===== src/rtl/bus_arbiter8.sv =====
// bus_arbiter8: round-robin arbiter and sequencer for the shared 8:1 operand/result bus.
// Grants one requester at a time, drives the mux select and presents the selected word
// to a single consumer over valid/ready. Each grant is bounded by MAX_BURST transfers.
// Optional feature macro: BUS_ARB_TIMEOUT_EN (forced release after TIMEOUT stall cycles).
module bus_arbiter8 #(
  parameter int unsigned WIDTH     = 16,
  parameter int unsigned MAX_BURST = 8,
  parameter int unsigned TIMEOUT   = 15
) (
  input  logic                 clk,
  input  logic                 rst,
  input  logic [7:0]           req,
  input  logic [8*WIDTH-1:0]   in_data,
  input  logic [7:0]           in_last,
  output logic [7:0]           grant,
  output logic [2:0]           sel,
  output logic                 out_valid,
  output logic [WIDTH-1:0]     out_data,
  output logic                 out_last,
  input  logic                 out_ready,
  output logic                 busy,
  output logic                 timeout_err
);

  typedef enum logic {StIdle, StGrant} state_e;

  state_e      state_q, state_d;
  logic [7:0]  grant_q, grant_d;
  logic [2:0]  sel_q, sel_d;
  logic [2:0]  ptr_q, ptr_d;
  logic [3:0]  beat_q, beat_d;

  logic        pick_found;
  logic [2:0]  pick_idx;
  logic        xfer;
  logic        burst_done;
  logic        timeout;

  // Shared 8:1 bus mux, selected by the registered sel
  always_comb begin
    out_data = in_data[sel_q*WIDTH +: WIDTH];
  end

  assign busy      = (state_q == StGrant);
  assign out_valid = busy & req[sel_q];
  assign out_last  = busy & in_last[sel_q];
  assign grant     = grant_q;
  assign sel       = sel_q;

  assign xfer       = out_valid & out_ready;
  assign burst_done = ((beat_q + 4'd1) == 4'(MAX_BURST));

  // Round-robin pick: first requester scanning from ptr upward, wrapping mod 8
  always_comb begin
    pick_found = 1'b0;
    pick_idx   = ptr_q;
    for (int i = 0; i < 8; i++) begin
      if (!pick_found && req[ptr_q + 3'(i)]) begin
        pick_found = 1'b1;
        pick_idx   = ptr_q + 3'(i);
      end
    end
  end

`ifdef BUS_ARB_TIMEOUT_EN
  logic [7:0] stall_q, stall_d;

  // Stall counter: counts no-transfer GRANT cycles, cleared on transfer and outside GRANT
  always_comb begin
    stall_d = stall_q;
    timeout = 1'b0;
    if (state_q == StGrant) begin
      if (xfer) begin
        stall_d = 8'd0;
      end else if (req[sel_q]) begin
        // A dropped request is an abort, not a stall
        stall_d = stall_q + 8'd1;
        if (stall_d == 8'(TIMEOUT)) begin
          timeout = 1'b1;
        end
      end
    end else begin
      stall_d = 8'd0;
    end
  end

  // Stall counter register
  always_ff @(posedge clk or posedge rst) begin
    if (rst) begin
      stall_q <= 8'd0;
    end else begin
      stall_q <= stall_d;
    end
  end

  assign timeout_err = timeout;
`else
  assign timeout     = 1'b0;
  assign timeout_err = 1'b0;
`endif

  // Next-state: arbitrate in IDLE, count beats and decide release in GRANT
  always_comb begin
    state_d = state_q;
    grant_d = grant_q;
    sel_d   = sel_q;
    ptr_d   = ptr_q;
    beat_d  = beat_q;
    case (state_q)
      StIdle: begin
        if (pick_found) begin
          state_d = StGrant;
          sel_d   = pick_idx;
          grant_d = 8'd1 << pick_idx;
          beat_d  = 4'd0;
        end
      end
      StGrant: begin
        if (xfer && (beat_q != 4'hF)) begin
          beat_d = beat_q + 4'd1;
        end
        if (!req[sel_q] || timeout || (xfer && (in_last[sel_q] || burst_done))) begin
          state_d = StIdle;
          grant_d = 8'd0;
          // Released source becomes lowest priority; sel holds until next grant
          ptr_d   = sel_q + 3'd1;
        end
      end
      default: state_d = StIdle;
    endcase
  end

  // State registers
  always_ff @(posedge clk or posedge rst) begin
    if (rst) begin
      state_q <= StIdle;
      grant_q <= 8'd0;
      sel_q   <= 3'd0;
      ptr_q   <= 3'd0;
      beat_q  <= 4'd0;
    end else begin
      state_q <= state_d;
      grant_q <= grant_d;
      sel_q   <= sel_d;
      ptr_q   <= ptr_d;
      beat_q  <= beat_d;
    end
  end

endmodule

===== config.mk =====
export PLATFORM = sky130hd
export DESIGN_NAME = bus_arbiter8
export DESIGN_NICKNAME = d
export VERILOG_FILES = /design/src/rtl/bus_arbiter8.sv
export SDC_FILE = /design/constraint.sdc
export NUM_CORES = 1
export LEC_CHECK = 0
export BUFFER_PORTS_ARGS = -buffer_cell sky130_fd_sc_hd__buf_2
export CELL_PAD_IN_SITES_DETAIL_PLACEMENT = 1
export CELL_PAD_IN_SITES_GLOBAL_PLACEMENT = 1
export CORE_MARGIN = 5
export CORE_UTILIZATION = 32
export CTS_CLUSTER_SIZE = 10
export DETAILED_ROUTE_END_ITERATION = 10
export PLACE_DENSITY = 0.8
export SLEW_MARGIN = 20
export SYNTH_ARGS = -nofsm -noshare
export SYNTH_HDL_FRONTEND = slang
export SYNTH_SLANG_ARGS = --single-unit
export TNS_END_PERCENT = 1

===== constraint.sdc =====
create_clock -name clk -period 3.2 [get_ports clk]
set_input_delay 0.16 -clock clk [delete_from_list [all_inputs] [get_ports clk]]
set_output_delay 0.16 -clock clk [all_outputs]
set_load 0.05 [all_outputs]

==> flow_summary.toml <==
[floorplanning]
die_x_um = 104.5
io-pin-count = 178
die_area_um2 = 10930
rows = 34
fp.dieH_um = 104.5
initial_utilization = 0.3280
core_area_um2 = 8721

[synthesis]
synth_nets = 399
synth_area_leaders = "mux4_2 33%, dfrtp_1 17%, mux2_2 9.1%"
yosys_warnings = 0
synth_ff_type = "dfrtp_1"
synth-seq-cells = 19
synthArstFlopShare = 1.000
synth_area_per_cell_um2 = 11.53
postSynthCellCount = 248
synth_top_cell_area_share = 0.3307
synth_cell_types = 58
yosysTopAreaCell = "mux4_2"
seq_area_frac_synth = 0.1662
netlist_area_um2 = 2860
synth_enable_flop_cells = 0

[grt]
antenna_found_initial = 2
grt_max_degree = 36
grt_pass1_vias = 3280
grtUsageTotal = 0.1867
grt_pass1_wl_um = 16540
grt_remaining_overflow = 0

[cts]
htree_levels = 1
cts_max_path_buffers = 2
cts_tree = "yes"
clock-root-buffer = "clkbuf_8"
numCtsBuffers = 3
cts_sinks = 19
clock_latency_ps = 250
path_clk_slew_ps = 70

[hold_path]
min_path_type = "input pin to asynchronous set/reset pin"

[worst_setup_path]
worstRegToRegCells = 10
path_depth = 10
crit_buf_inv = 1
crit_type = "flip-flop to flip-flop"
slowest_delay_ps = 440
cp.arrival_ps = 3170
end_kind = "flip-flop"
start_kind = "flip-flop"
slowest_stage = "ha_2"
critPathTopFamily = "compound AO/OA/AOI/OAI gates"
worstPathRequired_ps = 3390
worstPathMaxFanout = 8
cp_cell_sequence = "inv_1 > ha_2 > mux2_2 > o2bb2ai_1 > o21ai_2 > and2_4 > o311ai_4 > mux2i_2 > nor2b_1 > a22o_1"

[cells_and_area]
nNetsFinal = 568
area_growth_pct = 35.61
layout_common_cells = "176 x buf_2, 42 x mux4_2, 27 x nand2_1, 23 x mux2_2, 18 x dfrtp_1"
filler_cell_count = 1013
final_common_cell = "buf_2"
instances_no_fill = 526
drive_gt1_frac = 0.6611

[power]
irDropWorstVdd_mv = 0.5972
switching_share = 0.5684
p_per_area_nw_per_um2 = 1272
switching_power_uw = 2804
p_seq_frac = 0.091
pwr-share-clk = 0.034
combPwrFrac = 0.876
internal-power_uw = 2129
p_leak_uw = 0.001773

[route]
first_pass_iters = 4
dr_total_vias = 2841
wire_per_inst_um = 20.21
detail_route.vias_per_cell = 5.401
drt_iter0_markers = 92
drc = 0
wl_um = 10630
antenna_left = 0

[placement]
port_buffers = 176
dpl.hpwl_um = 9089
dp_cells = 520
place.gp.congestion = 0.9353

[sta]
rsz0062_at_grt = "no"
final-max-slew-violation-count = 0
fin_crit_ps = 2979
final-setup-viol-count = 0
worst_pin_slew_ps = 744.1
final.setup.tns_ps = 0
hold_viol = 0
max_slew_margin = 0.5034
post-route-period-util = 0.9310
fmax_mhz = 335.7
fin_skew_ps = 5.162

[flow_run]
maxCapViolCount = 0

[run_status]
status = "finished, final reports clean"
==> kinds of logic after synthesis <==
kind of cell | count (synthesis) | synth area share
flip-flops | 19 | 0.1662
adder cells (fa/ha/maj) | 4 | 0.01750
other | 1 | 0.001311
multiplexers | 77 | 0.4676
AND/OR/NAND/NOR | 64 | 0.1168
buffers and inverters | 25 | 0.04417
XOR/XNOR | 6 | 0.02494
AO/OA/AOI/OAI | 52 | 0.1614
==> sequential cells by signal (all words and copies together) (netlist names) <==
name and count:
ptr_q 3, sel 3, grant 8, beat_q 4, busy 1
==> final timing paths <==
kind / from / to / slack, ps
min in group clk: out_ready / busy / 240
max reg2reg: ptr_q[0] / grant[3] / 220
min: rst / beat_q[2] / 20
max: ptr_q[0] / grant[3] / 220
min reg2reg: grant[4] / grant[4] / 490
max in group asynchronous: rst / sel[0] / 2670
==> power groups by stage <==
stage          registers [uW]  logic, uW  clock network [uW]
2_1_floorplan             535       3400                   0
3_3_place_gp              449       4220                   0
3_5_place_dp              456       4310                   0
4_1_cts                   451       4340                 173
5_1_grt                   464       4610                 179
6_report                  447       4320                 166
==> metal layers <==
layer / track usage / routed length, um
met5: 0 / 0
met4: 0.05735 / 235
met3: 0.05117 / 758
met2: 0.3647 / 6035
met1: 0.1899 / 3600
==> timing repair <==
item / 4_1_cts / 5_1_grt
setup endpoints to repair: 0 / 3
hold buffers: 0 / 0
buffers inserted: 0 / 0
gates resized for setup: 0 / 2
==> cell usage after synthesis (2+ instances only) <==
cell and n:
nor2b_1 8, o22ai_1 2, nand2_1 27, mux4_2 42, o21a_1 2, o21ai_1 4, mux2i_1 11, inv_1 6
o21ai_0 6, ha_1 4, a22oi_1 3, nor2_4 2, a22o_1 5, o21ba_2 2, buf_1 3, o21ai_2 2
and2_1 3, dfrtp_1 19, xor2_1 3, xnor2_1 2, nor2_1 9, a31oi_1 2, clkbuf_1 6, nand3_1 2
a21oi_1 5, buf_4 6, nand2b_1 6, mux2_2 23, a32oi_1 2, a32o_1 3
==> area by class of cell <==
class	instances	area [um^2]	share of cell area
antenna	2	5.005	0.001290
inverter	7	26.28	0.006774
clock buffer	4	45.04	0.01161
tap	108	135.1	0.03484
timing repair buffer	182	925.9	0.2387
multi-input combinational	204	2265	0.5839
sequential	19	476.7	0.1229
==> per-stage QoR <==
stage	hold WS, ps	util	worst slack (ps)	power [uW]	instance area (um^2)
2_1_floorplan	111.1	-	241.6	3931	2860
3_3_place_gp	310.3	0.4383	296.3	4669	3822
3_5_place_dp	325.9	0.4383	119.1	4770	3822
4_1_cts	51.61	0.4435	90.30	4960	3867
5_1_grt	95.20	0.4448	61.02	5251	3879
6_report	22.60	0.4448	220.8	4933	3879
Note: power is estimated with default switching activity, not from simulation.
